## src/rtl/sdram_arb_pkg.sv

```systemverilog
// Shared widths and types for the two-port SDRAM arbiter.
package sdram_arb_pkg;

    localparam int ADDR_W = 24;
    localparam int DATA_W = 16;
    localparam int BE_W   = DATA_W / 8;

    typedef logic port_id_t;

    // be is stored already inverted, exactly as it goes to the controller
    typedef struct packed {
        logic [ADDR_W-1:0] addr;
        logic [DATA_W-1:0] wdata;
        logic [BE_W-1:0]   be;
        logic              is_write;
        port_id_t          id;
    } cmd_t;

endpackage

```

## src/rtl/sdram_tag_fifo.sv

```systemverilog
// Port-ID FIFO recording which requester owns each outstanding read.
module sdram_tag_fifo
    import sdram_arb_pkg::*;
#(
    parameter int DEPTH = 8
) (
    input  logic                         clk,
    input  logic                         rst_n,
    input  logic                         push,
    input  port_id_t                     push_id,
    input  logic                         pop,
    output port_id_t                     head_id,
    output logic [$clog2(DEPTH+1)-1:0]   count,
    output logic                         full,
    output logic                         empty
);

    localparam int PTR_W = $clog2(DEPTH);
    localparam int CNT_W = $clog2(DEPTH + 1);

    port_id_t           mem_q [DEPTH];
    logic [PTR_W-1:0]   wr_ptr_q, wr_ptr_d;
    logic [PTR_W-1:0]   rd_ptr_q, rd_ptr_d;
    logic [CNT_W-1:0]   count_q, count_d;
    logic               do_push, do_pop;

    always_comb begin
        do_push  = push && !full;
        do_pop   = pop && !empty;
        wr_ptr_d = wr_ptr_q + PTR_W'(do_push);
        rd_ptr_d = rd_ptr_q + PTR_W'(do_pop);
        count_d  = count_q;
        if (do_push && !do_pop) begin
            count_d = count_q + CNT_W'(1);
        end else if (!do_push && do_pop) begin
            count_d = count_q - CNT_W'(1);
        end
    end

    always_ff @(posedge clk or negedge rst_n) begin
        if (!rst_n) begin
            wr_ptr_q <= '0;
            rd_ptr_q <= '0;
            count_q  <= '0;
        end else begin
            wr_ptr_q <= wr_ptr_d;
            rd_ptr_q <= rd_ptr_d;
            count_q  <= count_d;
        end
    end

    always_ff @(posedge clk) begin
        if (do_push) begin
            mem_q[wr_ptr_q] <= push_id;
        end
    end

    assign head_id = mem_q[rd_ptr_q];
    assign count   = count_q;
    assign full    = (count_q == CNT_W'(DEPTH));
    assign empty   = (count_q == '0);

endmodule

```

## src/rtl/sdram_port_arbiter.sv

```systemverilog
// Two-port Avalon-MM arbiter in front of the SDRAM controller: port 0 has
// priority with bounded starvation of port 1, reads return in order by tag.
module sdram_port_arbiter
    import sdram_arb_pkg::*;
#(
    parameter int MAX_PEND     = 8,
    parameter int STARVE_LIMIT = 8
) (
    input  logic              clk_clk,
    input  logic              reset_reset_n,
    input  logic [ADDR_W-1:0] p0_address,
    input  logic              p0_read,
    input  logic              p0_write,
    input  logic [DATA_W-1:0] p0_writedata,
    input  logic [BE_W-1:0]   p0_byteenable,
    output logic              p0_waitrequest,
    output logic [DATA_W-1:0] p0_readdata,
    output logic              p0_readdatavalid,
    input  logic [ADDR_W-1:0] p1_address,
    input  logic              p1_read,
    input  logic              p1_write,
    input  logic [DATA_W-1:0] p1_writedata,
    input  logic [BE_W-1:0]   p1_byteenable,
    output logic              p1_waitrequest,
    output logic [DATA_W-1:0] p1_readdata,
    output logic              p1_readdatavalid,
    output logic [ADDR_W-1:0] m_address,
    output logic [BE_W-1:0]   m_byteenable_n,
    output logic              m_chipselect,
    output logic [DATA_W-1:0] m_writedata,
    output logic              m_read_n,
    output logic              m_write_n,
    input  logic [DATA_W-1:0] m_readdata,
    input  logic              m_readdatavalid,
    input  logic              m_waitrequest,
    output logic              err_orphan
);

    localparam int   CNT_W = $clog2(MAX_PEND + 1);
    localparam int   SC_W  = $clog2(STARVE_LIMIT + 1);
    localparam cmd_t CMD_RESET = '{addr: '0, wdata: '0, be: '1, is_write: 1'b0, id: 1'b0};

    cmd_t              cmd_q, cmd_d;
    logic              cmd_valid_q, cmd_valid_d;
    logic [SC_W-1:0]   starve_q, starve_d;
    logic              p0_rdv_q, p0_rdv_d, p1_rdv_q, p1_rdv_d;
    logic [DATA_W-1:0] rdata_q;
    logic              err_orphan_q, err_orphan_d;

    logic [CNT_W-1:0]  fifo_count;
    logic              fifo_full, fifo_empty;
    port_id_t          head_id;
    logic              load, held_read, read_ok, p0_elig, p1_elig;
    logic              grant0, grant1, tag_push, tag_pop;
    logic [CNT_W:0]    pend_total;

    always_comb begin
        load      = !cmd_valid_q || !m_waitrequest;
        held_read = cmd_valid_q && !cmd_q.is_write;
        // a read still sitting in the slot will need a tag once accepted
        pend_total = {1'b0, fifo_count} + (CNT_W+1)'(held_read);
        read_ok    = pend_total < (CNT_W+1)'(MAX_PEND);
        p0_elig    = p0_write || (p0_read && read_ok);
        p1_elig    = p1_write || (p1_read && read_ok);
        grant1     = load && p1_elig && (!p0_elig || starve_q == SC_W'(STARVE_LIMIT));
        grant0     = load && p0_elig && !grant1;

        cmd_valid_d = cmd_valid_q;
        cmd_d       = cmd_q;
        if (load) begin
            cmd_valid_d = grant0 || grant1;
        end
        if (grant0 || grant1) begin
            cmd_d.id       = grant1;
            cmd_d.is_write = grant1 ? p1_write : p0_write;
            cmd_d.addr     = grant1 ? p1_address : p0_address;
            cmd_d.wdata    = grant1 ? p1_writedata : p0_writedata;
            cmd_d.be       = cmd_d.is_write ? ~(grant1 ? p1_byteenable : p0_byteenable) : '0;
        end

        starve_d = starve_q;
        if (!(p1_read || p1_write) || grant1) begin
            starve_d = '0;
        end else if (grant0 && p1_elig && starve_q != SC_W'(STARVE_LIMIT)) begin
            starve_d = starve_q + SC_W'(1);
        end

        tag_push     = cmd_valid_q && !cmd_q.is_write && !m_waitrequest;
        tag_pop      = m_readdatavalid && !fifo_empty;
        p0_rdv_d     = tag_pop && (head_id == 1'b0);
        p1_rdv_d     = tag_pop && (head_id == 1'b1);
        err_orphan_d = err_orphan_q || (m_readdatavalid && fifo_empty);
    end

    always_ff @(posedge clk_clk or negedge reset_reset_n) begin
        if (!reset_reset_n) begin
            cmd_q        <= CMD_RESET;
            cmd_valid_q  <= 1'b0;
            starve_q     <= '0;
            p0_rdv_q     <= 1'b0;
            p1_rdv_q     <= 1'b0;
            rdata_q      <= '0;
            err_orphan_q <= 1'b0;
        end else begin
            cmd_q        <= cmd_d;
            cmd_valid_q  <= cmd_valid_d;
            starve_q     <= starve_d;
            p0_rdv_q     <= p0_rdv_d;
            p1_rdv_q     <= p1_rdv_d;
            rdata_q      <= m_readdata;
            err_orphan_q <= err_orphan_d;
        end
    end

    sdram_tag_fifo #(
        .DEPTH (MAX_PEND)
    ) u_tag_fifo (
        .clk     (clk_clk),
        .rst_n   (reset_reset_n),
        .push    (tag_push),
        .push_id (cmd_q.id),
        .pop     (tag_pop),
        .head_id (head_id),
        .count   (fifo_count),
        .full    (fifo_full),
        .empty   (fifo_empty)
    );

    // the slot is empty during reset, so grants must be masked explicitly
    assign p0_waitrequest   = !(reset_reset_n && grant0);
    assign p1_waitrequest   = !(reset_reset_n && grant1);
    assign p0_readdatavalid = p0_rdv_q;
    assign p1_readdatavalid = p1_rdv_q;
    assign p0_readdata      = rdata_q;
    assign p1_readdata      = rdata_q;
    assign m_chipselect     = cmd_valid_q;
    assign m_read_n         = !held_read;
    assign m_write_n        = !(cmd_valid_q && cmd_q.is_write);
    assign m_address        = cmd_q.addr;
    assign m_writedata      = cmd_q.wdata;
    assign m_byteenable_n   = cmd_q.be;
    assign err_orphan       = err_orphan_q;

endmodule

```

## config.mk

```make
export PLATFORM = sky130hd
export DESIGN_NAME = sdram_port_arbiter
export DESIGN_NICKNAME = d
export VERILOG_FILES = /design/src/rtl/sdram_arb_pkg.sv /design/src/rtl/sdram_tag_fifo.sv /design/src/rtl/sdram_port_arbiter.sv
export SDC_FILE = /design/constraint.sdc
export NUM_CORES = 1
export LEC_CHECK = 0
export CAP_MARGIN = 20
export CORE_ASPECT_RATIO = 1.25
export CORE_UTILIZATION = 35
export CTS_BUF_LIST = sky130_fd_sc_hd__clkbuf_16
export DETAILED_ROUTE_END_ITERATION = 12
export PLACE_DENSITY = 0.67
export SLEW_MARGIN = 20
export SYNTH_ARGS = -nofsm -noshare
export SYNTH_HDL_FRONTEND = slang
export SYNTH_HIERARCHICAL = 1
export SYNTH_SLANG_ARGS = --single-unit
```

## constraint.sdc

```tcl
create_clock -name clk_clk -period 5 [get_ports clk_clk]
set_input_delay 0.5 -clock clk_clk [delete_from_list [all_inputs] [get_ports clk_clk]]
set_output_delay 0.5 -clock clk_clk [all_outputs]
set_load 0.01 [all_outputs]
```

# Yosys cells after proc, flatten, opt, wreduce, memory -nomap -nowiden
# Memory sizes are Yosys's and may differ from the RTL's.
# Index checks and enable logic that the tools add are counted.
op_classes:
  add_sub_neg: 6
  n_lt_le_gt_ge: 1
  n_eq_ne: 3
  n_mux: 11
  bitwise_logic: 2
  n_reduce_logical: 46
op_table:
  columns: ["operator", "count"]
  rows:
  - ["$mux 24", 1]
  - ["$logic_and 1x1->1", 21]
  - ["$mux 16", 1]
  - ["$mux 4", 4]
  - ["$logic_not 1->1", 14]
  - ["$add 4x1->4 const B", 2]
  - ["$eq 4x4->1 const B", 2]
  - ["$logic_or 1x1->1", 8]
  - ["$add 3x1->3", 2]
  - ["$add 4x1->5", 1]
  - ["$lt 5x4->1 const B", 1]
  - ["$logic_not 4->1", 1]
  - ["$mux 2", 2]
  - ["$ne 4x4->1 const B", 1]
  - ["$reduce_bool 2->1", 2]
  - ["$sub 4x1->4 const B", 1]
  - ["$mux 1", 3]
  - ["$not 2->2", 1]
  - ["$not 1->1", 1]
word_totals:
  register_bits: 78
  ram_bits: 8
  in_bits: 108
  wordCells: 84
  n_memories: 1
memory_table:
  columns: ["memory", "words", "width", "rd", "rd_ports_with_merged_regs", "write_ports", "line", "source"]
  rows:
  - ["u_tag_fifo.mem_q", 8, 1, 1, 0, 1, "sdram_tag_fifo.sv:21", "port_id_t mem_q [DEPTH];"]

# Longest topological paths before layout
# Gate-level depths: netlist (run 1).
logic_depth:
  word_depth: 15
  depth_mapped: 10
  mapped_depth_nobuf: 10

# Cells and area by module
# Netlist (run 1), hierarchy kept.
by_module_without_submodules:
  columns: ["module", "instances", "cells_each", "area_each_um2", "seq_area_each_um2"]
  rows:
  - ["sdram_port_arbiter", 1, 389, 3813.7, 1704.1]
  - ["sdram_tag_fifo", 1, 70, 912.1, 490.5]

# Worst setup path before layout (run 1)
# OpenSTA, ideal clock, no wires.
synth_timing:
  path_type: "reg-to-reg"
  start: "reg u_tag_fifo.count_q[0] (netlist: u_tag_fifo/count[0])"
  end: "reg u_tag_fifo.count_q[3] (netlist: u_tag_fifo/count[3])"
  setup_ns: 0.131
  t_arrival_ns: 2.449
  t_required_ns: 4.869
  setup_slack_ns: 2.420
  stages_incl_launch_ff: 9
  path_buffers: 0
  period_less_slack_ns: 2.580
  path_cell_list: "dfrtp_1 or4b_4 and2_1 ha_1 inv_1 ha_1 or4_1 o211ai_1 o211ai_1"
synth_via:
  elab_chain_len: 7
synth_rtl:
  columns: ["item", "line", "source"]
  rows:
  - ["start: declaration", "sdram_tag_fifo.sv:24", "logic [CNT_W-1:0] count_q, count_d;"]
  - ["start signal: assignment", "sdram_tag_fifo.sv:48", "count_q <= count_d;"]
  - ["parallel branches: the longest is 7 deep, another holds $sub 4x1->4", null, null]
# Several ways; the timed one is not identified. The select of a mux whose other input is x is not followed.
# A chain may end at the register's enable or synchronous reset.

# Worst setup path in the final report (run 1)
layout_timing:
  start: "in p0_write"
  end: "out p0_waitrequest"
layout_via:
  elab_chain_len: 8
layout_rtl:
  columns: ["item", "line", "source"]
  rows:
  - ["start: declaration", "sdram_port_arbiter.sv:13", "input logic p0_write,"]
  - ["$logic_or 1x1->1 *", "sdram_port_arbiter.sv:63", "p0_elig = p0_write || (p0_read && read_ok);"]
  - ["$logic_not 1->1", "sdram_port_arbiter.sv:65", "grant1 = load && p1_elig && (!p0_elig || starve_q == SC_W'(STARVE_LIMIT));"]
  - ["$logic_or 1x1->1", "sdram_port_arbiter.sv:65", null]
  - ["$logic_and 1x1->1", "sdram_port_arbiter.sv:65", null]
  - ["$logic_not 1->1", "sdram_port_arbiter.sv:66", "grant0 = load && p0_elig && !grant1;"]
  - ["$logic_and 1x1->1 *", "sdram_port_arbiter.sv:66", null]
  - ["$logic_and 1x1->1 *", "sdram_port_arbiter.sv:130", "assign p0_waitrequest = !(reset_reset_n && grant0);"]
  - ["$logic_not 1->1 *", "sdram_port_arbiter.sv:130", null]
  - ["end: declaration", "sdram_port_arbiter.sv:16", "output logic p0_waitrequest,"]
# Mark *: on every way between the ends. The rest lies on a longest branch, timed or not.

==> impl_metrics.json, run 1 <==
{
  "outcome": "complete, no violations",
  "cts_buffers": 9,
  "fin_tns_setup_ps": 0,
  "setup_viol": 0,
  "io-pin-count": 190,
  "initial_core_util_pct": 35.69,
  "dieArea_mm2": 0.01396,
  "tritoncts": "built",
  "cp-end-kind": "output port",
  "slew_headroom_pct": 26.44,
  "port_buffers": 189,
  "drt_iter0_markers": 246,
  "wl_per_cell_um": 17.10,
  "clock-sinks": 86,
  "cts_post_setup_buffers_inserted": 0,
  "place.gp.congestion": 0.7546,
  "final-max-slew-violation-count": 0,
  "final_hold_viol_count": 0,
  "rsz0062_at_grt": "no",
  "hpwl_mm": 8.590,
  "fmax_mhz": 282.3,
  "ff2ff_path_depth": 10,
  "worstPathRequired_ps": 4500,
  "synth_area_mm2": 0.004722,
  "drc": 0,
  "gr-usage-all-layers_pct": 18.40,
  "grt_pass1_vias": 4139,
  "multi_input_area_mm2": 0.001922,
  "ff2ff_setup_slack_ps": 2070,
  "grt_max_degree": 81,
  "hold_ws_ps": 185.5,
  "die_h_um": 131.9,
  "p_sw_mw": 1.037,
  "synthesis.nets": 576,
  "swShare_pct": 33.49,
  "p_int_mw": 2.060,
  "final.period_utilization_pct": 70.85,
  "htree_levels": 3,
  "combinationalPowerShare_pct": 40.8,
  "num_antenna_cells": 0,
  "drtAntennaViolNets": 0,
  "worst_pin_slew_ps": 1099,
  "ctsResizeCount": 0,
  "synthCells": 458,
  "hp-class": "in -> async",
  "clockBufferDepth": 2,
  "drv.max_cap_violation_count": 0,
  "fin_nets": 683,
  "grt_pass1_wl_mm": 20.40,
  "vdd_drop_max_mv": 0.1855,
  "p_leak_nw": 2.451,
  "syn_avg_cell_area_um2": 10.31,
  "rows": 47,
  "arrival_ps": 3040,
  "placed_cells": 725,
  "firstDrtPassIters": 7,
  "coreArea_mm2": 0.01323,
  "worstReg2RegStart": "u_tag_fifo/count[3]$_DFFE_PN0P_",
  "reg2reg_to": "u_tag_fifo/count[3]$_DFFE_PN0P_",
  "clkPwrFrac_pct": 22.2,
  "path_class": "in -> out",
  "seqCellArea_mm2": 0.002195,
  "clock_latency_ps": 330,
  "die_width_um": 105.9,
  "drive_above_1_share_pct": 7.719,
  "min_period_ps": 3542,
  "cp_max_fo": 60,
  "fillers": 1162,
  "cp-start-kind": "input pin",
  "finalNonFillerCells": 741,
  "drt_wl_total_mm": 12.67,
  "ys_warn_count": 6,
  "avgViaCountPerCell": 5.557,
  "area_growth_pct": 39.69,
  "root_buffer": "clkbuf_16",
  "antenna_found_initial": 0,
  "p_seq_share_pct": 36.9,
  "fin_skew_ps": 9.527,
  "globalRouteOverflowTotal": 0,
  "hold_buffers": 0,
  "power_density_mw_per_mm2": 469.6,
  "route.vias.total": 4118,
  "path_clk_slew_ps": 60
}
==> layer usage <==
layer	global-route usage [%]	vias up	share of wire, %
met5	0	-	0
met2	31.95	211	51
li1	-	1897	-
met4	6.790	0	2.1
met1	22.41	1984	41
met3	3.707	26	6.3
==> registers in the layout, summed over array words and instances (netlist names), 3 cells and up <==
register	flops
m_writedata	16
m_address	24
u_tag_fifo/count	4
u_tag_fifo/wr_ptr_q	3
p0_readdata	16
u_tag_fifo/mem_q	8
starve_q	4
u_tag_fifo/rd_ptr_q	3
==> cell usage in the layout, fill, tap and decap left out, types with 6 or more instances in the layout <==
master	instances
nand2b_1	6
clkbuf_16	9
clkdlybuf4s50_1	188
edfxtp_1	8
a2111oi_2	8
a2111oi_0	36
nor2b_1	6
dfrtp_1	76
a21oi_1	6
buf_4	6
nand3_1	46
inv_1	8
o21ai_0	45
nand2_1	6
ha_1	9
nor2_1	9
a31oi_1	42
==> area by class of cell <==
type	count	area share, %
Clock inverter	7	1.271
Clock buffer	9	3.414
Multi-Input combinational cell	268	29.13
Timing Repair Buffer	195	29.38
Tap cell	171	3.244
Inverter	5	0.2845
Sequential cell	86	33.27
==> power by group through the flow <==
stage	logic, mW	registers (mW)	clock network (mW)
after floorplan	0.884	1.10	0
after global placement	1.23	1.15	0
after detailed placement	1.26	1.15	0
after CTS	1.27	1.15	0.709
after global routing	1.37	1.18	0.737
final	1.26	1.14	0.689
==> worst max-delay path by stage <==
stage / start / end / slack [ps]
6_report: p0_write / p0_waitrequest / 1460
4_1_cts: p1_write / p0_waitrequest / 1470
3_3_place_gp: p0_write / p0_waitrequest / 1500
2_1_floorplan: u_tag_fifo/count[0]$_DFFE_PN0P_ / u_tag_fifo/count[3]$_DFFE_PN0P_ / 2430
5_1_grt: p1_write / p0_waitrequest / 1360
3_5_place_dp: p0_write / p0_waitrequest / 1480
==> worst max-delay path: stages <==
cell and delay, ps:
clkdlybuf4s50_1 570, or3_2 780, buf_4 410, nand4_1 190, clkdlybuf4s50_1 560
==> stage by stage <==
step	utilization [%]	power [mW]	area, um^2	setup slack, ps
floorplan	-	1.981	4722	2430
global placement	47.49	2.380	6284	1498
detailed placement	47.49	2.414	6284	1482
CTS	49.83	3.120	6593	1471
global route	49.85	3.287	6596	1360
finish	49.85	3.098	6596	1458
No activity file was read; power rests on OpenSTA's default activity.
==> run 2, diff against run 1 <==
clock period = 3.7 ns   (was 5 ns; I/O delays follow)
==> run 2 against run 1 <==
Against the previous run: largest cell class unchanged; combinational power up 37%; sequential cell count unchanged; power grew 36%; core utilization grew 0.15 points; non-clock buffer count up 3.
==> impl_metrics.json, run 2 (synthesis gave the netlist of run 1 again) <==
{
  "outcome": "complete, no violations",
  "layout_commonest_cell": "clkdlybuf4s50_1",
  "p_seq_share_pct": 36.7,
  "p_int_mw": 2.789,
  "place.gp.congestion": 0.7710,
  "min_period_ps": 3197,
  "fmax_mhz": 312.8,
  "path_class": "reg -> out",
  "largest_register_ffs": 24,
  "cp-end-kind": "output port",
  "p_leak_nw": 2.469,
  "avgViaCountPerCell": 5.669,
  "grt_pass1_wl_mm": 20.60,
  "hold_buffers": 0,
  "fin_skew_ps": 8.484,
  "final_hold_viol_count": 0,
  "p_sw_mw": 1.416,
  "tritoncts": "built",
  "rsz0062_at_grt": "no",
  "final_area_mm2": 0.006616,
  "drtAntennaViolNets": 0,
  "ctsResizeCount": 0,
  "final_cell_mix": "clkdlybuf4s50_1, dfrtp_1, nand3_1, o21ai_0, a31oi_1",
  "fin_nets": 686,
  "fin_ws_ps": 503.3,
  "cts_post_setup_buffers_inserted": 0,
  "drt_iter0_markers": 259,
  "clock_latency_ps": 330,
  "initial_core_util_pct": 35.69,
  "drv.max_cap_violation_count": 0,
  "clockBufferDepth": 2,
  "worst_pin_slew_ps": 1085,
  "port_buffers": 189,
  "dp_slack_ps": 541.1,
  "combinationalPowerShare_pct": 41.1,
  "grt_pass1_vias": 4193,
  "grt_max_degree": 59,
  "area_growth_pct": 40.12,
  "route.vias.total": 4218,
  "wl_per_cell_um": 17.64,
  "arrival_ps": 2830,
  "drc": 0,
  "final.period_utilization_pct": 86.40,
  "cts_buffers": 9,
  "antenna_found_initial": 0,
  "clock-sinks": 86,
  "die_h_um": 131.9,
  "hp-class": "in -> async",
  "die_width_um": 105.9,
  "path_clk_slew_ps": 60,
  "htree_levels": 3,
  "root_buffer": "clkbuf_16",
  "fin_tns_setup_ps": 0,
  "power_density_mw_per_mm2": 635.5,
  "num_antenna_cells": 0,
  "swShare_pct": 33.68,
  "worstPathRequired_ps": 3330,
  "coreArea_mm2": 0.01323,
  "io-pin-count": 190,
  "globalRouteOverflowTotal": 0,
  "drt_wl_total_mm": 13.13,
  "p_total_mw": 4.204,
  "cp-start-kind": "flip-flop",
  "final-max-slew-violation-count": 0,
  "clkPwrFrac_pct": 22.2,
  "ff2ff_setup_slack_ps": 730,
  "placed_area_mm2": 0.006306,
  "utilization_pct": 50.00,
  "firstDrtPassIters": 5,
  "slew_headroom_pct": 27.36,
  "dieArea_mm2": 0.01396,
  "vdd_drop_max_mv": 0.2540,
  "gr-usage-all-layers_pct": 18.64,
  "hpwl_mm": 8.854,
  "cp_max_fo": 29,
  "rows": 47,
  "setup_viol": 0,
  "drive_above_1_share_pct": 8.202
}
run 2: cell types whose count changed in the layout (fill, tap and decap cells not counted), sizes merged:
cell / before / now
clkinvlp: 1 / 0
clkinv: 1 / 2
buf: 7 / 10
run 2: layout make-up:
| class | instances | area (um^2) |
|---|---|---|
| clock buffer | 9 | 225.2 |
| sequential | 86 | 2195 |
| clock inverter | 7 | 85.08 |
| multi-input combinational | 268 | 1922 |
| timing repair buffer | 198 | 1957 |
| inverter | 5 | 18.77 |
| fill | 1213 | 6615 |
| tap | 171 | 214.0 |
run 2: routing by layer:
layer	wire, um	part of all wire (%)	track usage, %
met4	345	2.6	8.179
met1	5083	39	21.75
met5	0	0	0
met2	6845	52	33.15
met3	851	6.5	3.312
run 2: path summary, 6_finish.rpt:
path	startpoint	to	cells past startpoint
worst max-delay path	u_tag_fifo/count[0]$_DFFE_PN0P_	p0_waitrequest	5
worst min-delay path	reset_reset_n	u_tag_fifo/rd_ptr_q[2]$_DFF_PN0_	1
worst max register to register	u_tag_fifo/count[0]$_DFFE_PN0P_	u_tag_fifo/count[3]$_DFFE_PN0P_	10
worst min register to register	err_orphan$_DFF_PN0_	err_orphan$_DFF_PN0_	1
max in group asynchronous	reset_reset_n	m_byteenable_n[0]$_DFFE_PN1P_	2
min in group clk_clk	err_orphan$_DFF_PN0_	err_orphan$_DFF_PN0_	1
run 2: power groups by stage:
stage	Combinational (mW)	Sequential (mW)	Clock [mW]
after floorplan	1.19	1.48	0
after global placement	1.68	1.55	0
after detailed placement	1.73	1.55	0
after CTS	1.73	1.55	0.965
after global routing	1.87	1.59	1.01
final	1.73	1.54	0.932
run 2: critical path, stage by stage, from the launching register on:
cell and delay (ps):
dfrtp_1 530, nand2b_1 170, or3_2 750, a211o_1 360, nand4_1 90, clkdlybuf4s50_1 600
run 2: stage by stage:
step	std cells	hold WS (ps)
4_1_cts	744	26.06
6_report	744	16.45
3_3_place_gp	728	383.8
2_1_floorplan	458	74.41
5_1_grt	744	38.88
3_5_place_dp	728	388.1
==> run 3, diff against run 2 <==
SLEW_MARGIN = default   (was 20)
==> results of run 3 <==
Same layout as run 2: the final DEF is identical, and so are final timing and power.
